## src/rtl/sword_attack_sequencer.sv

```systemverilog
// Sword-up attack animation sequencer: steps a 3-frame sprite through vsync-paced holds
// and generates the shared sprite ROM address plus latency-aligned pixel outputs.
module sword_attack_sequencer #(
   parameter int SPR_W       = 32,
   parameter int SPR_H       = 32,
   parameter int NUM_FRAMES  = 3,
   parameter int HOLD_FRAMES = 4,
   parameter int ADDR_W      = 10,
   parameter int IDX_W       = 3,
   parameter int TRANSP_IDX  = 0
) (
   input  logic              vga_clk,
   input  logic              Reset,
   input  logic              frame_tick,
   input  logic              attack_req,
   input  logic [9:0]        pos_x,
   input  logic [9:0]        pos_y,
   input  logic [9:0]        DrawX,
   input  logic [9:0]        DrawY,
   input  logic              blank,
   input  logic [IDX_W-1:0]  rom_q,
   output logic [ADDR_W-1:0] rom_address,
   output logic [1:0]        frame_sel,
   output logic              busy,
   output logic              attack_done,
   output logic              pixel_valid,
   output logic [IDX_W-1:0]  pixel_index
);

   localparam int HC_W = (HOLD_FRAMES > 1) ? $clog2(HOLD_FRAMES) : 1;

   typedef enum logic [1:0] {IDLE, ARM, PLAY, DONE} state_t;

   state_t          state_q;
   logic [1:0]      frame_sel_q;
   logic [HC_W-1:0] hold_cnt_q;
   logic            busy_q, done_q;
   logic            in_box_d1_q, blank_d1_q, play_d1_q;

   always_ff @(posedge vga_clk) begin
      if (Reset) begin
         state_q     <= IDLE;
         frame_sel_q <= '0;
         hold_cnt_q  <= '0;
         busy_q      <= 1'b0;
         done_q      <= 1'b0;
      end else begin
         done_q <= 1'b0;
         case (state_q)
            IDLE: begin
               frame_sel_q <= '0;
               hold_cnt_q  <= '0;
               // a tick coinciding with the request is deliberately not consumed here
               if (attack_req) begin
                  state_q <= ARM;
                  busy_q  <= 1'b1;
               end
            end
            ARM: begin
               if (frame_tick) begin
                  state_q     <= PLAY;
                  frame_sel_q <= '0;
                  hold_cnt_q  <= '0;
               end
            end
            PLAY: begin
               if (frame_tick) begin
                  if (hold_cnt_q < HC_W'(HOLD_FRAMES - 1)) begin
                     hold_cnt_q <= hold_cnt_q + 1'b1;
                  end else if (frame_sel_q < 2'(NUM_FRAMES - 1)) begin
                     hold_cnt_q  <= '0;
                     frame_sel_q <= frame_sel_q + 1'b1;
                  end else begin
                     state_q <= DONE;
                     busy_q  <= 1'b0;
                     done_q  <= 1'b1;
                  end
               end
            end
            DONE: begin
               state_q     <= IDLE;
               frame_sel_q <= '0;
               hold_cnt_q  <= '0;
            end
            default: begin
               state_q <= IDLE;
               busy_q  <= 1'b0;
            end
         endcase
      end
   end

   // 11-bit compare so a sprite near the right/bottom edge clips instead of wrapping
   logic [10:0] x_ext, y_ext, px_ext, py_ext, dx, dy;
   logic        in_box;

   always_comb begin
      x_ext  = {1'b0, DrawX};
      y_ext  = {1'b0, DrawY};
      px_ext = {1'b0, pos_x};
      py_ext = {1'b0, pos_y};
      dx     = x_ext - px_ext;
      dy     = y_ext - py_ext;
      in_box = (x_ext >= px_ext) && (x_ext < px_ext + 11'(SPR_W)) &&
               (y_ext >= py_ext) && (y_ext < py_ext + 11'(SPR_H));
      rom_address = '0;
      if (in_box)
         rom_address = ADDR_W'(dy) * ADDR_W'(SPR_W) + ADDR_W'(dx);
   end

   always_ff @(posedge vga_clk) begin
      if (Reset) begin
         in_box_d1_q <= 1'b0;
         blank_d1_q  <= 1'b0;
         play_d1_q   <= 1'b0;
      end else begin
         in_box_d1_q <= in_box;
         blank_d1_q  <= blank;
         play_d1_q   <= (state_q == PLAY);
      end
   end

   always_comb begin
      pixel_valid = in_box_d1_q & blank_d1_q & play_d1_q & (rom_q != IDX_W'(TRANSP_IDX));
      pixel_index = pixel_valid ? rom_q : '0;
   end

   assign frame_sel   = frame_sel_q;
   assign busy        = busy_q;
   assign attack_done = done_q;

endmodule

```

## config.mk

```make
export PLATFORM = sky130hd
export DESIGN_NAME = sword_attack_sequencer
export DESIGN_NICKNAME = d
export VERILOG_FILES = /design/src/rtl/sword_attack_sequencer.sv
export SDC_FILE = /design/constraint.sdc
export NUM_CORES = 1
export LEC_CHECK = 0
export ABC_AREA = 1
export BUFFER_PORTS_ARGS = -buffer_cell sky130_fd_sc_hd__buf_2
export CAP_MARGIN = 20
export CORE_MARGIN = 4
export CORE_UTILIZATION = 53
export DETAILED_ROUTE_END_ITERATION = 12
export PLACE_DENSITY = 0.82
export SLEW_MARGIN = 10
export SYNTH_ARGS = -nofsm -noshare
export SYNTH_HDL_FRONTEND = slang
export SYNTH_SLANG_ARGS = --single-unit
export TNS_END_PERCENT = 30
```

## constraint.sdc

```tcl
create_clock -name vga_clk -period 3.2 [get_ports vga_clk]
set_input_delay 0.32 -clock vga_clk [delete_from_list [all_inputs] [get_ports vga_clk]]
set_output_delay 0.32 -clock vga_clk [all_outputs]
set_load 0.02 [all_outputs]
```

**Word level (Yosys, flattened, before mapping)**

Index checks and enable logic that the tools add are counted.

- Register bits after elaboration: 11
- Output and inout bits: 18
- Logic and storage cells: 71

- Add/subtract/negate cells: 7
- Order comparisons: 6
- Equality and inequality tests: 10
- Mux-type cells: 23
- Bitwise logic cells: 5
- Reduce and logical (&&, ||, !) cells: 12

Operator list:

| kind | count |
|---|---|
| $mux 2 | 12 |
| $add 10x6->11 const B | 2 |
| $lt 10x11->1 | 2 |
| $ge 10x10->1 | 2 |
| $ne 2x2->1 const B | 6 |
| $pmux 2 s3 | 2 |
| $add 10x10->10 | 1 |
| $mux 10 | 1 |
| $reduce_and 5->1 | 2 |
| $sub 10x10->10 | 1 |
| $pmux 2 s4 | 1 |
| $mux 1 | 5 |
| $sub 5x5->5 | 1 |
| $add 2x1->2 const B | 2 |
| $eq 2x2->1 const B | 2 |
| $lt 2x2->1 const B | 2 |
| $reduce_and 4->1 | 1 |
| $reduce_or 4->1 | 1 |
| $and 1x1->1 | 3 |
| $logic_and 1x1->1 | 3 |
| $mux 3 | 1 |
| $ne 3x3->1 const B | 1 |
| $reduce_and 3->1 | 1 |
| $reduce_bool 3->1 | 1 |
| other kinds (6) | 7 |

**Longest topological paths before layout**

Gate-level depths: netlist of the first run.

- Word-level depth: 6
- Gate-level depth with buffers: 16
- Depth with buffers taken out: 16

**Worst setup path before layout of the first run**

OpenSTA, ideal clock, no wires.

- Path type: input -> output
- From: input DrawY[0]
- To: output rom_address[8]
- Arrival time: 2651 ps
- Path slack: 229 ps
- Stages: 12
- Path buffers: 0
- Cells stage by stage: inv_1 -> ha_1 -> inv_1 -> fa_1 -> xor2_1 -> fa_1 -> ha_1 -> a21oi_1 -> a21boi_0 -> nand2_1 -> xnor2_1 -> nor2_1

- Cells in the longest elaborated chain, start to end: 4
- Elaborated cells between the ends (all ways): 7
- Classes of those cells: add/sub (2); order compare (2); mux (1); reduce/logical (2)

Ends and longest elaborated chain:

| element | RTL line | text |
|---|---|---|
| start: declaration | 19 | `input logic [9:0] DrawY,` |
| parallel branches: the longest is 3 deep, another holds $add 10x10->10 | - |  |
| $mux 10 * | 107 | `if (in_box)` |
| end: declaration | 22 | `output logic [ADDR_W-1:0] rom_address,` |

Every way passes the cells marked *.

**Worst setup path after layout of the first run**

- From: input pos_y[0]
- To: output rom_address[9]

- Cells in the longest elaborated chain, start to end: 4
- Elaborated cells between the ends (all ways): 8
- Classes of those cells: add/sub (3); order compare (2); mux (1); reduce/logical (2)

Ends and longest elaborated chain:

| element | RTL line | text |
|---|---|---|
| start: declaration | 17 | `input logic [9:0] pos_y,` |
| $add 10x6->11 or $ge 10x10->1 (tied branches) | 105 | `(y_ext >= py_ext) && (y_ext < py_ext + 11'(SPR_H));` |
| $lt 10x11->1 or $logic_and 1x1->1 (tied branches) | 105, 104 |  |
| $logic_and 1x1->1 | 105 |  |
| $mux 10 * | 107 |  |

Every way passes the cells marked *; elsewhere a longest branch is shown, timed or not.

==> metrics, run 1 <==
Critical Path RT 2.88 ns; critical path startpoint category primary input; die area 5220 um2; Setup crit end kind output pin; PwrDens 377 nW/um2; clock share of power 13.7%; cell taking the most area after synthesis ha_1; Clk Latency, worst-skew pair 0.24 ns; Worst Setup Path Type primary input to output pin; PnR worst setup slack 0.140 ns; detailed-route wire length 4550 um; Hold Crit Class primary input to register; FF-to-FF Start state_q[0]$_SDFFE_PP0P_; Synth top area share 25.7%; CP Cell Sequence buf_2 > ha_1 > inv_1 > fa_2 > fa_1 > ha_4 > inv_1 > o21bai_1 > a21boi_1 > nand2_1 > inv_1 > nand2_1 > nand2_1 > nor2_2 > buf_4; drt wl/cell 10.1 um; share of layout cells above drive strength 1 20.4%; Worst VDD drop 0.143 mV; switching portion of total power 46.1%; maximum fanout along the worst path 4; sequential share of the synthesized area 10.1%; synth-to-layout area growth 22.3%; Worst EP arrival 2.74 ns; post-layout min period 3.06 ns; H-tree depth 1; Reg power frac 18.5%; via-per-instance ratio 4.76; Comb power frac 67.8%; Distinct cells, synth 27; clk root buf clkbuf_8; antenna viol nets, final 0; GPL Wtd Cong 0.835; Setup WS pre-CTS -0.0252 ns; Synth Net Count 436; hold_ws 0.293 ns; Post-Syn Instances 333; number of hold buffers added after cts 0; Starting Density 54.7%; #FFs+latches synth 11; gr ovfl total 0; Reg clk slew, reported paths 0.05 ns; DRT Pass-1 Iters 4; DRC 0; die width 72.3 um; Fill cells 359; Vias 2149; CP peak stage delay 0.49 ns; Worst Hold Launch blank; Clock Path Buffers 2; largest net degree at the start of global routing 12; Synth Area per Inst 6.58 um2; core area 4000 um2; Max Transition Viols Final 0; Slew @ Worst Pin 0.394 ns; Final period util 95.6%; skew final 0.00450 ns; setup violators final 0; Max-slew headroom 73.7%; CTS tree yes; final std cells w/o fill 451; Fmax 327 MHz; diode count 0; number of port buffers 65; row cnt 23; GR Util All Layers 18.2%; max cap viols 0; status completed; # IOs 66; initial antenna violation count 0; Initial DRC Count 85; ys async rst share 0%; Post-synth EDFFs 0; placed standard-cell area 2570 um2; total power 1.01 mW; clock sinks 11; Post-Place Cells 447; first-pass GRT wire length 7920 um; dpl hpwl 4000 um; Net Switching 465 uW; Int Power 544 uW; number of global-route vias before repair 2000; count of final hold-check violations 0; most common flop cell mapped by yosys dfxtp_1; die height 72.3 um; synthesized area 2190 um2; # nets final 505; top cells by area, synth ha_1 (26%), nand2_1 (13%), inv_1 (12%); design area 2680 um2; crit path from pos_y[0]; total CTS buffers 3; Syn. warnings 0; CP max-delay cell fa_1; postcts setup bufs 0; Leakage 1.59 nW
kinds of logic after synthesis:
| family | Yosys count | share of synthesized area (%) |
|---|---|---|
| fa+ha+maj | 55 | 34.9 |
| simple gates | 143 | 26.5 |
| xor+xnor | 14 | 5.60 |
| buf+inv | 70 | 12.3 |
| flops | 11 | 10.1 |
| compound gates | 40 | 10.6 |
power by group through the flow:
stage	logic, mW	registers (mW)	clock network [mW]
CTS	0.654	0.187	0.142
finish	0.684	0.187	0.138
global placement	0.626	0.188	0
detailed placement	0.638	0.191	0
global route	0.798	0.191	0.148
floorplan	0.481	0.200	0
state kept, by name, indices dropped and copies added, names as in the netlist:
| register | flops |
|---|---|
| attack_done | 1 |
| busy | 1 |
| play_d1_q | 1 |
| state_q | 2 |
| frame_sel | 2 |
| hold_cnt_q | 2 |
| in_box_d1_q | 1 |
| blank_d1_q | 1 |
cells in the final DEF, fill, tap and decap left out, types with 4 or more instances in the layout:
cell type,count
a21oi_1,18
xor2_1,8
dfxtp_1,11
fa_1,9
nand3_1,13
xnor2_1,4
ha_1,41
buf_2,64
nor2_1,43
nand2_1,77
inv_1,69
o21ai_0,10
area by class of cell:
class	count	area [um2]	area share (%)
Clock buffer	4	45.0	1.68
Inverter	69	259	9.67
Multi-Input combinational cell	252	1760	65.8
Sequential cell	11	220	8.22
Tap cell	50	62.6	2.34
Timing Repair Buffer	65	328	12.2
cells in the mapped netlist, types with 3 or more instances:
master,instances
nand2_1,78
dfxtp_1,11
xnor2_1,4
nor2_1,43
a21oi_1,19
nor3_1,3
o21ai_0,10
ha_1,45
nand3_1,13
fa_1,10
xor2_1,10
inv_1,69
metal layers:
metal | vias to the layer above | routed length (um) | global-route usage, %
met1 | 909 | 2170 | 24.0
met2 | 60 | 2040 | 31.7
met4 | 0 | 51 | 4.80
li1 | 1175 | - | -
met5 | - | 0 | 0
met3 | 5 | 284 | 1.39
what timing repair did:
action / CTS / global route
pin swaps: 1 / 3
resized for setup: 1 / 11
setup endpoints to repair: 2 / 2
worst max-delay path, delay by kind of cell:
| kind | cells | cell delay (ns) |
|---|---|---|
| fa+ha+maj | 4 | 1.44 |
| buf+inv | 5 | 0.44 |
| compound gates | 2 | 0.26 |
| simple gates | 4 | 0.27 |
path summary, 6_finish.rpt:
check	end	slack (ns)	depth (start not counted)
max	rom_address[9]	0.14	15
max reg2reg	state_q[1]$_SDFFE_PP0P_	1.58	10
min	blank_d1_q$_SDFF_PP0_	0.29	3
min reg2reg	busy$_SDFFE_PP0P_	0.47	2
through the flow:
| step | util [%] | setup TNS [ns] |
|---|---|---|
| floorplan | - | 0 |
| detailed placement | 64.2 | -0.0316 |
| global route | 66.9 | -0.0242 |
| CTS | 65.6 | 0 |
| global placement | 64.2 | 0 |
| finish | 66.9 | 0 |
No activity file was read; power rests on OpenSTA's default activity.
==> run 2: changes to the inputs <==
--- a/config.mk
+++ b/config.mk
@@ -8,6 +8,7 @@
 export ABC_AREA = 1
 export BUFFER_PORTS_ARGS = -buffer_cell sky130_fd_sc_hd__buf_2
 export CAP_MARGIN = 20
+export CORE_ASPECT_RATIO = 1.4
 export CORE_MARGIN = 4
 export CORE_UTILIZATION = 53
 export DETAILED_ROUTE_END_ITERATION = 12
==> constraint.sdc (replaced) <==
create_clock -name vga_clk -period 3.2 [get_ports vga_clk]
set_input_delay 0.32 -clock vga_clk [delete_from_list [all_inputs] [get_ports vga_clk]]
set_output_delay 0.32 -clock vga_clk [all_outputs]
set_load 0.1 [all_outputs]
==> metrics, run 2 (synthesis results as in run 1) <==
largest net degree at the start of global routing 12 (unchanged); most common cell after layout, fill and taps aside nand2_1; Fmax 320 MHz (-2.1%); die area 5240 um2 (+0.27%); FF+latch area 220 um2 (unchanged); die height 84.1 um (+16%); number of port buffers 65 (unchanged); share of layout cells above drive strength 1 24.6% (+4.1 points); hold_ws 0.276 ns (-0.0169 ns); # nets final 511 (+1.2%); placed standard-cell area 2650 um2 (+3.2%); max cap viols 0 (unchanged); Starting Density 55.4% (+0.66 points); total CTS buffers 3 (unchanged); # IOs 66 (unchanged); post-layout min period 3.13 ns (+0.0668 ns); Fill cells 338 (-5.8%); CP max-delay cell fa_2; antenna viol nets, final 0 (unchanged); critical path startpoint category primary input; Post-Place Cells 443 (-0.89%); Initial DRC Count 135 (+59%); most frequent cells in the layout nand2_1 (76), inv_1 (63), buf_2 (60); Clk Latency, worst-skew pair 0.25 ns (about the same); GR Util All Layers 20.2% (+2.1 points); setup violators final 0 (unchanged); Critical Path RT 2.88 ns (about the same); Worst EP arrival 2.81 ns (+0.07 ns); met1 global-route usage 20.2% (-3.9 points); Max-slew headroom 66.5% (-7.1 points); die width 62.3 um (-14%); Vias 2336 (+8.7%); GR Util met2 40.2% (+8.4 points); Reg clk slew, reported paths 0.05 ns (about the same); clock sinks 11 (unchanged); maximum fanout along the worst path 3 (-1); gr ovfl total 0 (unchanged); GRT busiest layer met2; row cnt 27 (+17%); PnR worst setup slack 0.0732 ns (-0.0668 ns); GPL Wtd Cong 0.846 (+1.3%); CP peak stage delay 0.52 ns (+0.03 ns); Setup WS pre-CTS -0.107 ns (-0.0815 ns); detailed-route wire length 5380 um (+18%); Final period util 97.7% (+2.1 points); drt wl/cell 12.0 um (+19%); Clock Path Buffers 2 (unchanged); Worst Setup Path Type primary input to output pin; Max Transition Viols Final 0 (unchanged); multi-input logic area 1800 um2 (+2.2%); CTS tree yes; first-pass GRT wire length 9150 um (+16%); synth-to-layout area growth 28.9%; DRT Pass-1 Iters 4 (unchanged); design area 2820 um2 (+5.4%); H-tree depth 1 (unchanged); final std cells w/o fill 450 (-0.22%); dpl hpwl 4320 um (+8.0%); clk root buf clkbuf_8; number of global-route vias before repair 2360 (+18%); Leakage 1.63 nW (+2.6%); count of final hold-check violations 0 (unchanged); Slew @ Worst Pin 0.501 ns (+0.107 ns); initial antenna violation count 0 (unchanged); via-per-instance ratio 5.19 (+8.9%); diode count 0 (unchanged); status completed; CP Cell Sequence buf_6 > inv_2 > ha_4 > inv_4 > fa_2 > fa_1 > ha_4 > buf_6 > nand2_2 > inv_2 > nand3_2 > nand2_2 > inv_2 > nand2_1 > nand2_1 > nor2_2 > buf_12; Worst VDD drop 0.469 mV (+230%); DRC 0 (unchanged); met3 global-route usage 4.04% (+2.7 points); core area 3950 um2 (-1.2%); CP most frequent cell inv_2; Hold Crit Class primary input to register; skew final 0.00255 ns (-0.00195 ns); Setup crit end kind output pin; PwrDens 441 nW/um2 (+17%)
## run 2: worst max-delay path, delay by kind of cell
kind,cells,cell delay [ns]
buf+inv,7,0.57
fa+ha+maj,4,1.41
simple gates,6,0.49
## run 2: where the power goes
| part | switching, mW | leakage (nW) | internal, mW |
|---|---|---|---|
| Combinational | 0.572 | 1.52 | 0.340 |
| Sequential | 0.0182 | 0.0900 | 0.170 |
| Clock | 0.0589 | 0.0228 | 0.0880 |
| Total | 0.649 | 1.63 | 0.597 |
## run 2: path summary, 6_finish.rpt
path | startpoint | end | cells after the start | slack, ns
max reg2reg | state_q[0]$_SDFFE_PP0P_ | state_q[1]$_SDFFE_PP0P_ | 10 | 1.45
min reg2reg | busy$_SDFFE_PP0P_ | busy$_SDFFE_PP0P_ | 2 | 0.46
min | blank | blank_d1_q$_SDFF_PP0_ | 3 | 0.28
max | DrawY[0] | rom_address[9] | 17 | 0.07
## run 2: layer usage
layer	vias up	share of wire (%)	wire, um
met5	-	0	0
met4	0	2.2	119
met3	15	4.8	257
met2	72	56	3030
met1	1062	37	1980
li1	1187	-	-
## run 2: final cells by class
class                           count  area share [%]
Clock buffer                        4            1.60
Inverter                           69            9.26
Multi-Input combinational cell    252            63.8
Sequential cell                    11            7.80
Tap cell                           43            1.91
Timing Repair Buffer               71            15.6
## run 2: repair_timing
| action | CTS | global route |
|---|---|---|
| pin swaps | 9 | 14 |
| resized for setup | 6 | 19 |
| setup buffers | 1 | 2 |
| hold buffers | 0 | 0 |
| endpoints found under the setup margin | 2 | 3 |
## run 2: through the flow
stage	TNS [ns]	power (mW)	utilization (%)
4_1_cts	-0.0382	1.17	69.0
5_1_grt	-0.0133	1.36	71.4
2_1_floorplan	-1.46	0.796	-
6_report	0	1.25	71.4
3_3_place_gp	-0.0308	0.961	67.0
3_5_place_dp	-0.175	0.990	67.0
